**config.mk**
```make
export PLATFORM = sky130hd
export DESIGN_NAME = layer3_pe_sched
export DESIGN_NICKNAME = d
export VERILOG_FILES = /design/src/rtl/layer3_pe_sched.sv
export SDC_FILE = /design/constraint.sdc
export NUM_CORES = 1
export LEC_CHECK = 0
export BUFFER_PORTS_ARGS = -buffer_cell sky130_fd_sc_hd__buf_2
export CELL_PAD_IN_SITES_DETAIL_PLACEMENT = 0
export CELL_PAD_IN_SITES_GLOBAL_PLACEMENT = 1
export CORE_MARGIN = 2
export CORE_UTILIZATION = 25
export CTS_BUF_LIST = sky130_fd_sc_hd__clkbuf_8
export CTS_CLUSTER_DIAMETER = 80
export DETAILED_ROUTE_END_ITERATION = 8
export PLACE_DENSITY_LB_ADDON = 0.08
export SETUP_SLACK_MARGIN = 0.1
export SKIP_LAST_GASP = 1
export SYNTH_ARGS = -nofsm -noshare
export SYNTH_HDL_FRONTEND = slang
export SYNTH_SLANG_ARGS = --single-unit
```
**constraint.sdc**
```tcl
create_clock -name clk -period 6.4 [get_ports clk]
set_clock_uncertainty 0.05 [all_clocks]
set_input_delay 1.28 -clock clk [delete_from_list [all_inputs] [get_ports clk]]
set_output_delay 1.28 -clock clk [all_outputs]
set_load 0.02 [all_outputs]
```
**src/rtl/layer3_pe_sched.sv**
```systemverilog
// Sequencer for the layer-3 PE array: walks output pixels, issues per-tap buffer/ROM reads,
// drives PE clear/valid and a per-pixel valid/ready output. Optional perf counters: LAYER3_SCHED_PERF_EN.
module layer3_pe_sched #(
  parameter int KERNEL_TAPS = 25,
  parameter int DIM_W       = 6,
  parameter int ADDR_W      = 16,
  parameter int WADDR_W     = 5,
  parameter int MEM_LAT     = 1,
  parameter int PE_LAT      = 2
) (
  input  logic               clk,
  input  logic               rst,
  input  logic               i_start,
  input  logic [DIM_W-1:0]   i_map_w,
  input  logic [DIM_W-1:0]   i_map_h,
  output logic               o_busy,
  output logic               o_done,
  output logic               o_rd_en,
  output logic [ADDR_W-1:0]  o_data_addr,
  output logic [WADDR_W-1:0] o_weight_addr,
  output logic               o_pe_clear,
  output logic               o_pe_valid,
  output logic               o_out_valid,
  input  logic               i_out_ready,
`ifdef LAYER3_SCHED_PERF_EN
  output logic [31:0]        o_stall_cycles,
  output logic [31:0]        o_run_cycles,
`endif
  output logic [DIM_W-1:0]   o_pix_x,
  output logic [DIM_W-1:0]   o_pix_y
);

  localparam int DRN_W = $clog2(MEM_LAT + PE_LAT + 1);
  localparam logic [WADDR_W-1:0] TAP_LAST = WADDR_W'(KERNEL_TAPS - 1);
  localparam logic [DRN_W-1:0]   DRN_LAST = DRN_W'(MEM_LAT + PE_LAT - 1);

  typedef enum logic [2:0] {IDLE, RUN, DRAIN, OUT, FIN} state_t;

  state_t                    state_q, state_d;
  logic [WADDR_W-1:0]        tap_q, tap_d;
  logic [DRN_W-1:0]          drn_q, drn_d;
  logic [DIM_W-1:0]          w_q, w_d, h_q, h_d, x_q, x_d, y_q, y_d;
  logic [ADDR_W-1:0]         idx_q, idx_d;
  logic                      busy_q, busy_d, done_q, done_d, rd_en_q, rd_en_d, out_valid_q, out_valid_d;
  logic [ADDR_W-1:0]         daddr_q, daddr_d;
  logic [WADDR_W-1:0]        waddr_q, waddr_d;
  logic [MEM_LAT-1:0][1:0]   pipe_q, pipe_d;  // {rd_en, first_tap} delayed to PE timing
`ifdef LAYER3_SCHED_PERF_EN
  logic [31:0]               stall_q, stall_d, run_q, run_d;
`endif

  always_comb begin
    state_d = state_q;
    tap_d   = tap_q;
    drn_d   = drn_q;
    w_d     = w_q;
    h_d     = h_q;
    x_d     = x_q;
    y_d     = y_q;
    idx_d   = idx_q;
    done_d  = 1'b0;
    case (state_q)
      IDLE: if (i_start) begin
        w_d     = i_map_w;
        h_d     = i_map_h;
        tap_d   = '0;
        x_d     = '0;
        y_d     = '0;
        idx_d   = '0;
        state_d = (i_map_w == '0 || i_map_h == '0) ? FIN : RUN;
      end
      RUN: if (tap_q == TAP_LAST) begin
        tap_d   = '0;
        drn_d   = '0;
        state_d = DRAIN;
      end else begin
        tap_d = tap_q + WADDR_W'(1);
      end
      DRAIN: if (drn_q == DRN_LAST) state_d = OUT;
             else drn_d = drn_q + DRN_W'(1);
      OUT: if (i_out_ready) begin
        if (x_q == w_q - DIM_W'(1) && y_q == h_q - DIM_W'(1)) begin
          state_d = FIN;
          done_d  = 1'b1;
        end else begin
          idx_d   = idx_q + ADDR_W'(1);
          state_d = RUN;
          if (x_q == w_q - DIM_W'(1)) begin
            x_d = '0;
            y_d = y_q + DIM_W'(1);
          end else begin
            x_d = x_q + DIM_W'(1);
          end
        end
      end
      // Zero-size maps enter FIN without the pulse; it is issued on the following cycle.
      FIN: if (done_q) state_d = IDLE;
           else done_d = 1'b1;
      default: state_d = IDLE;
    endcase

    busy_d      = (state_d != IDLE);
    rd_en_d     = (state_d == RUN);
    out_valid_d = (state_d == OUT);
    waddr_d     = rd_en_d ? tap_d : '0;
    daddr_d     = rd_en_d ? (idx_d * ADDR_W'(KERNEL_TAPS)) + ADDR_W'(tap_d) : '0;

    pipe_d = pipe_q << 2;
    pipe_d[0] = {rd_en_q, rd_en_q && (waddr_q == '0)};

`ifdef LAYER3_SCHED_PERF_EN
    stall_d = stall_q;
    run_d   = run_q;
    if (state_q == IDLE && i_start) begin
      stall_d = '0;
      run_d   = '0;
    end else begin
      if (busy_q && run_q != '1) run_d = run_q + 32'd1;
      if (state_q == OUT && !i_out_ready && stall_q != '1) stall_d = stall_q + 32'd1;
    end
`endif
  end

  always_ff @(posedge clk) begin
    if (rst) begin
      state_q     <= IDLE;
      tap_q       <= '0;
      drn_q       <= '0;
      w_q         <= '0;
      h_q         <= '0;
      x_q         <= '0;
      y_q         <= '0;
      idx_q       <= '0;
      busy_q      <= 1'b0;
      done_q      <= 1'b0;
      rd_en_q     <= 1'b0;
      out_valid_q <= 1'b0;
      daddr_q     <= '0;
      waddr_q     <= '0;
      pipe_q      <= '0;
`ifdef LAYER3_SCHED_PERF_EN
      stall_q     <= '0;
      run_q       <= '0;
`endif
    end else begin
      state_q     <= state_d;
      tap_q       <= tap_d;
      drn_q       <= drn_d;
      w_q         <= w_d;
      h_q         <= h_d;
      x_q         <= x_d;
      y_q         <= y_d;
      idx_q       <= idx_d;
      busy_q      <= busy_d;
      done_q      <= done_d;
      rd_en_q     <= rd_en_d;
      out_valid_q <= out_valid_d;
      daddr_q     <= daddr_d;
      waddr_q     <= waddr_d;
      pipe_q      <= pipe_d;
`ifdef LAYER3_SCHED_PERF_EN
      stall_q     <= stall_d;
      run_q       <= run_d;
`endif
    end
  end

  assign o_busy        = busy_q;
  assign o_done        = done_q;
  assign o_rd_en       = rd_en_q;
  assign o_data_addr   = daddr_q;
  assign o_weight_addr = waddr_q;
  assign o_pe_valid    = pipe_q[MEM_LAT-1][1];
  assign o_pe_clear    = pipe_q[MEM_LAT-1][0];
  assign o_out_valid   = out_valid_q;
  assign o_pix_x       = x_q;
  assign o_pix_y       = y_q;
`ifdef LAYER3_SCHED_PERF_EN
  assign o_stall_cycles = stall_q;
  assign o_run_cycles   = run_q;
`endif

endmodule

```
; After elaboration in Yosys (flattened, before gate mapping)
; Index checks and enable logic that the tools add are counted.
[word_totals]
reg_bits = 77
latchBits = 0
ram_bits = 0
mem_bits_ro = 0
inputBits = 16
output_inout_bits = 39
word_cells = 87
mem_count = 0
[classes]
n_addsub = 8
mul = 1
div = 0
n_lt_le_gt_ge = 0
n_eq_ne = 16
n_shift = 0
muxes = 31
bitwise_logic = 1
n_reduce_logical = 15
[ops]
columns = cell, count
row1 = 16-bit 2-to-1 mux, 3
row2 = 6-bit 2-to-1 mux, 7
row3 = 16-bit case mux with 2 select lines, 1
row4 = 6-bit case mux with 2 select lines, 2
row5 = 3-bit 2-to-1 mux, 7
row6 = "16-bit by 1-bit adder with 16-bit output, second input constant", 1
row7 = 16-bit by 5-bit adder with 16-bit output, 1
row8 = "16-bit by 5-bit multiplier with 16-bit output, second input constant", 1
row9 = 3-bit case mux with 5 select lines, 1
row10 = "6-bit by 1-bit adder with 6-bit output, second input constant", 2
row11 = 6-bit equality test, 2
row12 = 6-bit logical NOT, 2
row13 = "2-bit inequality test, second input constant", 6
row14 = "6-bit by 1-bit subtractor with 6-bit output, second input constant", 2
row15 = 5-bit 2-to-1 mux, 2
row16 = 5-bit case mux with 2 select lines, 1
row17 = "3-bit by 2-bit equality test with 1-bit output, second input constant", 3
row18 = "3-bit by 1-bit equality test with 1-bit output, second input constant", 2
row19 = "5-bit by 1-bit adder with 5-bit output, second input constant", 1
row20 = "5-bit equality test, second input constant", 1
row21 = 5-bit logical NOT, 1
row22 = 5-bit AND reduction, 1
row23 = 2-bit 2-to-1 mux, 2
row24 = 2-bit case mux with 2 select lines, 1
row25 = 15 further kinds, 19

; Longest topological paths before layout
; Gate-level depths: netlist (run 1).
[logic_depth]
word_depth = 9
mapped_depth = 27
mapped_depth_nobuf = 27

; Least setup slack after synthesis (run 1)
; No wires, ideal clock.
[synth_timing]
kind = reg2reg
from = reg h_q[0]
to = reg daddr_q[15], in the netlist o_data_addr[15]
setup_ns = 0.117
arrival_ns = 5.436
required_ns = 6.233
setup_slack_ns = 0.797
stages_incl_launch_ff = 27
path_buffers = 0
synth_period_minus_slack_ns = 5.603
cell_sequence = dfxtp_1 > inv_1 > ha_1 > xor2_1 > o211ai_1 > or3_4 > o41a_2 > nand3_2 > nor2_1 > xnor2_1 > or2_2 > inv_1 > ha_1 > ha_1 > inv_1 > fa_1 > inv_1 > ha_1 > a21o_1 > a2111o_1 > a31oi_1 > nor2_1 > o21ai_0 > a211o_1 > o21ai_0 > xnor2_1 > nor2_1
[synth_via]
elab_cells_between_ends = 14
cone_classes = add/sub: 2 / mul: 1 / eq/ne: 2 / mux: 6 / bitwise: 1 / reduce/logical: 2
[synth_rtl]
columns = element, line
row1 = "start, declared", 42  ; logic [DIM_W-1:0] w_q, w_d, h_q, h_d, x_q, x_d, y_q, y_d;
row2 = "start signal, assigned", 130  ; h_q <= '0;
row3 = "start signal, assigned", 150  ; h_q <= h_d;
row4 = 6-bit by 1-bit subtractor with 6-bit output, 82  ; if (x_q == w_q - DIM_W'(1) && y_q == h_q - DIM_W'(1)) begin
row5 = 6-bit equality test, 82
row6 = 1-bit logical AND, 82
row7 = 16-bit 2-to-1 mux, 82
row8 = 16-bit 2-to-1 mux, 81  ; OUT: if (i_out_ready) begin
row9 = 16-bit case mux with 2 select lines, 62  ; case (state_q)
row10 = named net idx_d[4], 43  ; logic [ADDR_W-1:0] idx_q, idx_d;
row11 = 16-bit by 5-bit multiplier with 16-bit output, 106  ; daddr_d = rd_en_d ? (idx_d * ADDR_W'(KERNEL_TAPS)) + ADDR_W'(tap_d) : '0;
row12 = 16-bit by 5-bit adder with 16-bit output, 106
row13 = "end signal, assigned", 158  ; daddr_q <= daddr_d;
row14 = "end, declared", 45  ; logic [ADDR_W-1:0] daddr_q, daddr_d;
; The timed path passes the listed nets, and every way through them passes these cells.
; A chain may end at the register's enable or synchronous reset.

; Final worst setup path (run 1)
; Ends and elaborated chain as after synthesis.

==> results of run 1 <==
[what timing repair did]
| item | in CTS | in global routing |
|---|---|---|
| gates resized for setup | 0 | 10 |
| setup buffers | 0 | 2 |
| endpoints found under the setup margin | 0 | 5 |
| hold buffers | 0 | 0 |
| endpoints found under the hold margin | 0 | 0 |
[kinds of logic (layout without fill, tap and decap cells)]
group | count (synthesis) | in the layout
simple gates | 210 | 210
flops | 77 | 77
mux | 3 | 3
fa+ha+maj | 62 | 62
xor+xnor | 46 | 46
compound gates | 89 | 89
buf+inv | 83 | 147
[registers in the layout, indices dropped and copies added (netlist names)]
register,cells
idx_q,16
o_data_addr,16
h_q,6
o_pix_x,6
o_pix_y,6
w_q,6
o_weight_addr,5
tap_q,5
state_q,3
drn_q,2
pipe_q,2
o_busy,1
o_done,1
o_out_valid,1
o_rd_en,1
[path summary, 6_finish.rpt]
kind	end	slack, ps	cells past startpoint
worst min register to register	h_q[5]	430	2
worst max register to register	o_data_addr[15]	510	26
worst max-delay path	o_data_addr[15]	510	26
worst min-delay path	h_q[5]	430	2
[power by group through the flow]
stage	Clock, W	Sequential, W	Combinational [W]
floorplan	0	0.000514	0.0000632
global placement	0	0.000511	0.0000986
detailed placement	0	0.000512	0.0000990
CTS	0.000486	0.000500	0.0000995
global route	0.000502	0.000502	0.000113
finish	0.000463	0.000501	0.0000998
[layout make-up]
class | count | area [um2]
Clock buffer | 9 | 124
Sequential cell | 77 | 1540
Inverter | 68 | 255
Tap cell | 234 | 293
Multi-Input combinational cell | 410 | 2960
Clock inverter | 7 | 121
Timing Repair Buffer | 63 | 338
Fill cell | 2034 | 13100
[layer usage]
| layer | vias up | wire length [um] | share of wire |
|---|---|---|---|
| met4 | 0 | 227 | 0.019 |
| met3 | 12 | 345 | 0.029 |
| met5 | - | 0 | 0 |
| met1 | 1790 | 5670 | 0.48 |
| met2 | 48 | 5530 | 0.47 |
| li1 | 2017 | - | - |
[worst min-delay path: cells and delay by family, from the launching register on]
kind	cells	cell delay, ps
AOI/OAI and AO/OA	1	50
DFF	1	330
and+or+nand+nor	1	50
[cell usage after synthesis (4+ instances only)]
master / n
nand2b_1: 4
nor2_1: 72
ha_1: 49
and3_1: 13
nor4_1: 5
o21ai_0: 13
or2_2: 6
nor2b_1: 10
xor2_1: 20
nand3_1: 9
dfxtp_1: 77
or3_1: 6
fa_1: 13
a21o_1: 6
nand4_1: 6
a21oi_1: 33
inv_1: 67
clkbuf_1: 11
xnor2_1: 26
nand2_1: 55
nor3_1: 11
[through the flow]
step	cell area, um2	util	power (W)
3_5_place_dp	5330	0.285	0.000611
4_1_cts	5580	0.298	0.00109
3_3_place_gp	5330	0.285	0.000610
6_report	5640	0.301	0.00106
2_1_floorplan	4770	-	0.000577
5_1_grt	5640	0.301	0.00112
==> summary by stage, run 1 <==
Yosys
The most common flop cell mapped by yosys is dfxtp_1. The share of synthesized area in the top cell type comes to 0.323. The share of the yosys chip area belonging to registers is 0.323. The cell taking the most area after synthesis is dfxtp_1. The largest family of logic cells by synthesized area is simple AND/OR/NAND/NOR gates. Synthesis inferred 77 register bits.

Counting every instance in the synthesized netlist gives 570. The synthesized design contains 0 enable-type register cells. Of the total synthesized cell area, the portion taken by AND, OR, NAND and NOR gates is 0.214.

Of the total synthesized cell area, the portion taken by full adders, half adders and majority gates is 0.183. Of the total synthesized cell area, the portion taken by XOR and XNOR cells is 0.0845. Ranked by total cell area, the synthesized netlist is headed by dfxtp_1, ha_1, nor2_1, fa_1, inv_1. The fraction of the mapped netlist area in compound gates is 0.123.

The share of synthesized area spent on multiplexers is 0.00656. Dividing the synthesized area by the synthesized cell count gives 8.37 um2. Yosys printed 0 warnings.

The number of distinct library cells after synthesis is 59. The share of flip-flops with an asynchronous set or reset is 0. When the netlist entered floorplanning its net count stood at 648.

After synthesis the cells add up to 0.00477 mm2.

Clocking
The insertion delay to the later sink of the worst-skew pair is 370 ps. The CTS clock-pin slew for the worst setup and hold paths is 90 ps. The maximum clock path buffer count is 2. The number of buffers created by CTS is 9. TritonCTS built the clock tree.

The H-tree was split into 3 levels. The clock net in this run drives a total of 77 sinks. In this run the clock root is driven by a clkbuf_8.

Worst setup path
The class of the most critical setup path is flip-flop to flip-flop. Grouping stages by cell kind, the critical path spends the most delay in compound AO/OA/AOI/OAI gates. The slowest stage of the critical path is the fa_1 cell. The critical register-to-register path startpoint is h_q[0].

STA classifies the critical path endpoint as a flip-flop. The top fanout value on the critical path is 8. For the worst setup path, the data arrival time is 6090 ps. The data required time at the worst endpoint is 6600 ps. In this run the worst setup path begins at h_q[0]. The sort of element at the start of the critical path is a flip-flop.

In this design, the stage delay of the slowest critical-path cell is 530 ps. Counting both buffers and inverters, the worst setup path holds a total of 4.

Global route
The largest net degree at the start of global routing is 44. The met2 usage is 0.207. The number of global-route vias before repair is 3925. The first global-routing pass estimated 19800 um of wire. In this run the most used layer during global routing was met2. In the global route stage, met1 resource usage came out at 0.158. The routing usage on met3 is 0.0266. In the global route stage, overall resource usage came out at 0.124.

The initial antenna violation count is 0. After global routing the overflow that remains totals 0.

STA
In this run the tightest slew margin relative to its limit is 0.401. The final number of max-transition violations was 0. Setup repair after global routing left no endpoint under its margin. Setup violations remaining at the end of the flow were counted as 0. Across all setup checks in the final design, the least slack found is 509 ps. The accumulated negative setup slack is 0 ps.

For the finished layout, the period the worst path requires is 5890 ps. The final clock period utilization by the worst path is 0.921. Hold timing on the final database bottoms out at a slack of 427 ps. For the pin with the worst max-slew slack, the measured transition is 898 ps. The maximum operating frequency is 170 MHz.

The number of hold-slack violations in the final timing report is 0.

Layout
For this run, the number of standard cells in the final layout without fillers is 868. The area growth from synthesis to layout is 18.2%. The share of cells above drive strength 1 is 0.167.

The leading cell type in the layout, fill and taps excluded is dfxtp_1. 0 antenna diodes ended up in the layout. Leaving out fill and tap cells, the most frequent cells in the layout are dfxtp_1, nor2_1, inv_1. The number of nets in the finished design is 707.

Die
The count of pins on the block boundary is 55. The initial core utilization is 0.255. The core area is 0.0187 mm2. The die covers 0.0202 mm2. The die is 142 um tall. The number of placement rows is 50.

The die width is 142 um.

Drt
The detailed-route vias per instance is 4.46. The routed wire length per instance is 13.6 um. The post-route antenna net violation count is 0. The routed via count is 3867.

The post-detailed-route DRC marker count is 0. The final routed wirelength across all metal layers is 11800 um. The number of iterations in the first detailed-routing pass is 4. After the first detailed-routing iteration, the DRC count stood at 116.

Placement
Routability-driven placement finished with a final weighted congestion of 0.763. The number of input and output port buffers inserted is 54. The number of cells in the design after placement is 850. Prior to clock tree synthesis, the placed netlist has a worst setup slack of 302 ps. The total half-perimeter wirelength after legalization and detailed placement is 9000 um.

Power
The net switching share of the total power is 0.260. The clock power share is 0.436. The internal power is 0.000787 W. The total power per unit cell area is 189 mW/mm2. The part of the total power dissipated in combinational logic is 0.094. The switching component of the power is 0.000276 W. The share of total power in sequential cells is 0.471. The peak supply drop is 0.0856 mV.

The analysis attributes to cell leakage a power of 2.74 nW.

Min path
The worst hold path begins at h_q[5]. The class of the most critical hold timing path is flip-flop to flip-flop.

Job
The number of max-capacitance violations reported is 0.

Outcome
The flow ran to the end, and the final reports show no timing, DRC or antenna violations.
(Power assumes the default switching activity.)
==> run 2, diff against run 1 <==
--- a/config.mk
+++ b/config.mk
@@ -9,7 +9,7 @@
 export CELL_PAD_IN_SITES_DETAIL_PLACEMENT = 0
 export CELL_PAD_IN_SITES_GLOBAL_PLACEMENT = 1
 export CORE_MARGIN = 2
-export CORE_UTILIZATION = 25
+export CORE_UTILIZATION = 30
 export CTS_BUF_LIST = sky130_fd_sc_hd__clkbuf_8
 export CTS_CLUSTER_DIAMETER = 80
 export DETAILED_ROUTE_END_ITERATION = 8
==> summary by stage, run 2 (synthesis results as in run 1) <==
Clocking
The number of buffers created by CTS was 9 (unchanged). The insertion delay to the later sink of the worst-skew pair is 370 ps (about the same). The maximum clock path buffer count came to 2 (unchanged). The count of hold-fix buffers inserted at cts was 0 (unchanged). The clock sink count came to 77 (unchanged). The buffer count from post-CTS setup fixing is 0 (unchanged). The CTS clock-pin slew for the worst setup and hold paths was 90 ps (about the same). The CTS tree is done (unchanged). The buffer type at the clock tree root is clkbuf_8 (unchanged). The deepest level of the CTS H-tree came to 3 (unchanged).

Drt
The routed wire length per instance is 13.0 um (was 13.6 um). The wire length on met3 is 379 um (was 345 um). The post-route antenna net violation count is 0 (unchanged). The number of iterations in the first detailed-routing pass is 4 (unchanged). The wire length on met2 is 5170 um (was 5530 um). The post-detailed-route DRC marker count is 0 (unchanged).

The final routed wirelength across all metal layers is 11100 um (was 11800 um). The detailed-route vias per instance was 4.49 (was 4.46). The uppermost metal layer occupied by signal nets is met4 (unchanged). The routed via count is 3808 (was 3867).

The iteration-0 DRC count of the detailed router came to 127 (was 116). The routed metal-1 wire length is 5300 um (was 5670 um).

Worst setup path
The class of the most critical setup path was flip-flop to flip-flop (unchanged). The critical path launch point is h_q[1] (was h_q[0]). The sort of element at the start of the critical path was a flip-flop (unchanged). The critical register-to-register path startpoint was h_q[1] (was h_q[0]). The cell with the largest stage delay on the worst path is o41a_2 (was fa_1).

The top fanout value on the critical path is 8 (unchanged). The biggest cell delay along the critical path was 550 ps (was 530 ps). The data required time at the worst endpoint is 6590 ps (was 6600 ps).

The sort of element at the end of the critical path was a flip-flop (unchanged). The data arrival time of the critical path is 6090 ps (about the same).

Global route
The largest net degree at the start of global routing is 44 (unchanged). The number of global-route vias before repair is 3853 (was 3925). The global-route wire length before repair came to 18800 um (was 19800 um). The total congestion overflow is 0 (unchanged). The initial antenna violation count was 0 (unchanged). The global-route usage over all layers is 0.142 (was 0.124).

STA
The final clock period utilization by the worst path came to 0.922 (was 0.921). The number of setup violations in the final report is 0 (unchanged). The accumulated negative setup slack is 0 ps (unchanged). The transition time at the pin with the least slew margin came to 600 ps (was 898 ps). The final number of max-transition violations was 0 (unchanged). Setup repair after global routing missed its margin: no (unchanged). The worst max-slew margin expressed relative to the limit was 0.596 (was 0.401). The shortest period the worst path allows is 5900 ps (was 5890 ps). The number of hold-slack violations in the final timing report is 0 (unchanged). The maximum operating frequency is 169 MHz (was 170 MHz). The hold slack is 428 ps (was 427 ps).

Placement
The total half-perimeter wirelength after legalization and detailed placement is 8580 um (was 9000 um). The number of input and output port buffers inserted is 54 (unchanged). The last weighted congestion value of the routability-driven placer came to 0.776 (was 0.763).

Layout
The footprint of the flip-flops and latches is 0.00154 mm2 (unchanged). The share of cells above drive strength 1 is 0.163 (was 0.167). The number of nets in the finished design is 706 (was 707). The diode insertion count for antenna repair was 0 (unchanged). The leading cell type in the layout, fill and taps excluded is dfxtp_1 (unchanged). The number of fill cells was 1677 (was 2034). The share of the core filled with cells in the final layout is 0.353 (was 0.301). The layout overhead on the synthesized area was 16.2% (was 18.2%). The multi-input logic area is 0.00294 mm2 (was 0.00296 mm2).

Leading cell types in the layout, fill and taps excluded: dfxtp_1, nor2_1, inv_1 (unchanged).

Job
The number of max-capacitance violations reported was 0 (unchanged).

Min path
The origin of the worst min-delay path is h_q[5] (unchanged). The class of the most critical hold timing path is flip-flop to flip-flop (unchanged).

Outcome
Result of the run: finished clean (unchanged).

Die
The overall die area was 0.0169 mm2 (was 0.0202 mm2). The chip height is 130 um (was 142 um). The number of placement rows is 46 (was 50). The initial core utilization came to 0.304 (was 0.255). The die width is 130 um (was 142 um).

The count of pins on the block boundary is 55 (unchanged). The core area is 0.0157 mm2 (was 0.0187 mm2).

Power
The leakage power summed over all cells is 2.70 nW (was 2.74 nW). The peak supply drop came to 0.108 mV (was 0.0856 mV). The total power per unit cell area came to 178 mW/mm2 (was 189 mW/mm2).
[run 2: cell count changes in the layout (fill, tap and decap cells not counted)]
cell / delta
clkinv_4: +1
bufinv_16: -2
o41a_2: +1
o41a_4: -1
a21oi_2: -2
a21oi_1: +2
clkinv_2: +1
buf_4: -1
[run 2: worst paths after layout]
check / endpoint / slack, ps / cells past startpoint
worst max-delay path: o_data_addr[14] / 500 / 27
worst min-delay path: h_q[5] / 430 / 2
worst max register to register: o_data_addr[14] / 500 / 27
worst min register to register: h_q[5] / 430 / 2
[run 2: metrics by stage]
stage	cell area (um2)	instances	total power [W]	worst slack [ps]
finish	5540	849	0.000985	498
global route	5540	849	0.00104	125
CTS	5520	849	0.00100	259
detailed placement	5320	833	0.000612	265
global placement	5320	833	0.000611	378
floorplan	4770	570	0.000577	797
[run 2: area by class of cell]
cell class	instances	share of cell area
inverter	68	0.0460
clock inverter	7	0.0135
multi-input combinational	410	0.531
sequential	77	0.279
tap	216	0.0488
timing repair buffer	62	0.0596
clock buffer	9	0.0223
[run 2: per-layer routing]
layer	vias up	GRT usage
met5	-	0
met3	14	0.0295
met2	57	0.237
met4	0	0.0506
li1	2013	-
met1	1724	0.182
[run 2: worst max-delay path, delay by kind of cell (launching register included)]
family          cells  cell delay (ps)
compound gates     10             2070
xor+xnor            3              430
fa+ha+maj           5             1630
buf+inv             4              240
flops               1              360
simple gates        5             1020
[run 2: what timing repair did]
item | CTS | global route
resized for setup | 0 | 7
setup endpoints to repair | 0 | 4
hold endpoints to repair | 0 | 0
[run 2: power by group]
| group | switching, W | leakage, nW | total, W | internal, W |
|---|---|---|---|---|
| clock network | 0.000205 | 0.0918 | 0.000386 | 0.000181 |
| registers | 0.0000110 | 0.625 | 0.000500 | 0.000489 |
| logic | 0.0000617 | 1.99 | 0.0000988 | 0.0000371 |
| total | 0.000278 | 2.70 | 0.000985 | 0.000708 |
==> run 3, diff against run 2 <==
==> constraint.sdc (replaced) <==
create_clock -name clk -period 7.3 [get_ports clk]
set_clock_uncertainty 0.05 [all_clocks]
set_input_delay 1.46 -clock clk [delete_from_list [all_inputs] [get_ports clk]]
set_output_delay 1.46 -clock clk [all_outputs]
set_load 0.02 [all_outputs]
==> summary by stage, run 3 (synthesis results as in run 1) <==
Power
The leakage power summed over all cells is 2.68 nW (was 2.70 nW). The peak supply drop was 0.0634 mV (was 0.108 mV). The total power per unit cell area was 157 mW/mm2 (was 178 mW/mm2).

Global route
The global-route usage over all layers is 0.141 (was 0.142). The global-route wire length before repair is 18700 um (was 18800 um). The initial antenna violation count is 0 (unchanged). The largest net degree at the start of global routing is 44 (unchanged). The total congestion overflow is 0 (unchanged). The number of global-route vias before repair is 3862 (was 3853).

Clocking
The buffer count from post-CTS setup fixing was 0 (unchanged). The buffer type at the clock tree root is clkbuf_8 (unchanged). The CTS tree is done (unchanged). The CTS clock-pin slew for the worst setup and hold paths is 90 ps (about the same). The clock sink count is 77 (unchanged). The maximum clock path buffer count is 2 (unchanged). The insertion delay to the later sink of the worst-skew pair is 370 ps (about the same). The number of gates resized after CTS is 0 (unchanged). The number of buffers created by CTS is 9 (unchanged). The deepest level of the CTS H-tree came to 3 (unchanged). The count of hold-fix buffers inserted at cts came to 0 (unchanged).

Die
The die width came to 130 um (unchanged). The initial core utilization is 0.304 (unchanged). The number of placement rows is 46 (unchanged).

The chip height was 130 um (unchanged). The core area is 0.0157 mm2 (unchanged). The overall die area is 0.0169 mm2 (unchanged). The count of pins on the block boundary is 55 (unchanged).

Drt
The routed wire length per instance is 13.0 um (about the same). The wire length on met2 is 5080 um (was 5170 um). The post-route antenna net violation count was 0 (unchanged). The iteration-0 DRC count of the detailed router came to 187 (was 127). The number of iterations in the first detailed-routing pass is 4 (unchanged).

The routed via count is 3806 (was 3808). The final routed wirelength across all metal layers came to 11000 um (was 11100 um). The wire length on met3 was 293 um (was 379 um).

The uppermost metal layer occupied by signal nets is met4 (unchanged). The post-detailed-route DRC marker count came to 0 (unchanged). The detailed-route vias per instance is 4.50 (was 4.49). The routed metal-1 wire length is 5440 um (was 5300 um).

Worst setup path
The cell with the largest stage delay on the worst path is fa_1 (was o41a_2). The data required time at the worst endpoint is 7490 ps (was 6590 ps). The sort of element at the start of the critical path was a flip-flop (unchanged).

The dominant delay contributor by cell family on the critical path is compound AO/OA/AOI/OAI gates (unchanged). The signal on the critical path passes through inv_1, ha_1, xor2_1, o211ai_1, or3_4, o41a_2, o21ai_1, a22o_1, ha_1, inv_1, fa_1, fa_1, inv_1, ha_1, a21oi_1, o21bai_1, a21oi_1, o21bai_1, a211oi_1, o21bai_1, a21oi_1, xor2_1, nor2_1. The number of buffer and inverter instances along the worst setup path was 3 (was 4). The class of the most critical setup path is flip-flop to flip-flop (unchanged). The data arrival time of the critical path is 6330 ps (was 6090 ps).

The sort of element at the end of the critical path is a flip-flop (unchanged). The top fanout value on the critical path is 6 (was 8). The biggest cell delay along the critical path is 550 ps (about the same).

Job
The number of max-capacitance violations reported is 0 (unchanged).

Layout
The diode insertion count for antenna repair is 0 (unchanged). The share of cells above drive strength 1 is 0.151 (was 0.163). The number of fill cells is 1658 (was 1677). The layout overhead on the synthesized area was 15.2% (was 16.2%). Leading cell types in the layout, fill and taps excluded: dfxtp_1, nor2_1, inv_1 (unchanged). The number of nets in the finished design was 703 (was 706).

The leading cell type in the layout, fill and taps excluded was dfxtp_1 (unchanged).

STA
The number of hold-slack violations in the final timing report is 0 (unchanged). The final number of max-transition violations was 0 (unchanged). The final clock period utilization by the worst path is 0.841 (was 0.922).

The hold slack came to 422 ps (was 428 ps). The maximum operating frequency is 163 MHz (was 169 MHz). The transition time at the pin with the least slew margin is 606 ps (was 600 ps). The shortest period the worst path allows is 6140 ps (was 5900 ps). The worst max-slew margin expressed relative to the limit is 0.592 (was 0.596). The number of setup violations in the final report is 0 (unchanged). Setup repair after global routing missed its margin: no (unchanged).

The accumulated negative setup slack is 0 ps (unchanged).

Placement
The total half-perimeter wirelength after legalization and detailed placement was 8520 um (was 8580 um). The number of input and output port buffers inserted is 54 (unchanged). The last weighted congestion value of the routability-driven placer is 0.774 (was 0.776).

Min path
The class of the most critical hold timing path is flip-flop to flip-flop (unchanged).

Outcome
Result of the run: finished clean (unchanged).
[run 3: changes by cell type in the layout (fill, tap and decap cells not counted), sizes merged]
| cell | change |
|---|---|
| buf | -3 |
[run 3: tightest hold or removal path, delay by kind of cell (launching register included)]
family / cells / cell delay [ps]
simple gates: 1 / 50
flops: 1 / 320
compound gates: 1 / 50
[run 3: layout make-up]
type,instances,area [um2],share of cell area
clock buffer,9,124,0.0225
sequential,77,1540,0.281
timing repair buffer,59,308,0.0560
tap,216,270,0.0492
clock inverter,7,75.1,0.0137
multi-input combinational,410,2920,0.532
inverter,68,255,0.0465
[run 3: report_power, final]
part	internal [W]	total (W)	switching, W
sequential	0.000429	0.000439	0.00000970
combinational	0.0000316	0.0000844	0.0000528
clock	0.000159	0.000337	0.000178
total	0.000620	0.000860	0.000241
[run 3: path summary, 6_finish.rpt]
path                              from               to  slack, ps  depth (start not counted)
worst min register to register  h_q[5]           h_q[5]        420                          2
worst min-delay path            h_q[5]           h_q[5]        420                          2
worst max-delay path            h_q[0]  o_data_addr[14]       1160                         23
worst max register to register  h_q[0]  o_data_addr[14]       1160                         23
[run 3: metal layers]
layer | track usage | up-vias
met2 | 0.237 | 49
met5 | 0 | -
met4 | 0.0588 | 0
met3 | 0.0213 | 12
li1 | - | 2008
met1 | 0.182 | 1737
[run 3: stage by stage]
step                      instance area [um2]  worst slack [ps]  instances  total power (W)  utilization
after global placement                   5300              1260        830         0.000534        0.337
after global routing                     5490               706        846         0.000906        0.350
after detailed placement                 5300              1120        830         0.000535        0.337
after floorplan                          4770              1670        570         0.000506            -
final                                    5490              1160        846         0.000860        0.350
after CTS                                5490              1120        846         0.000880        0.350
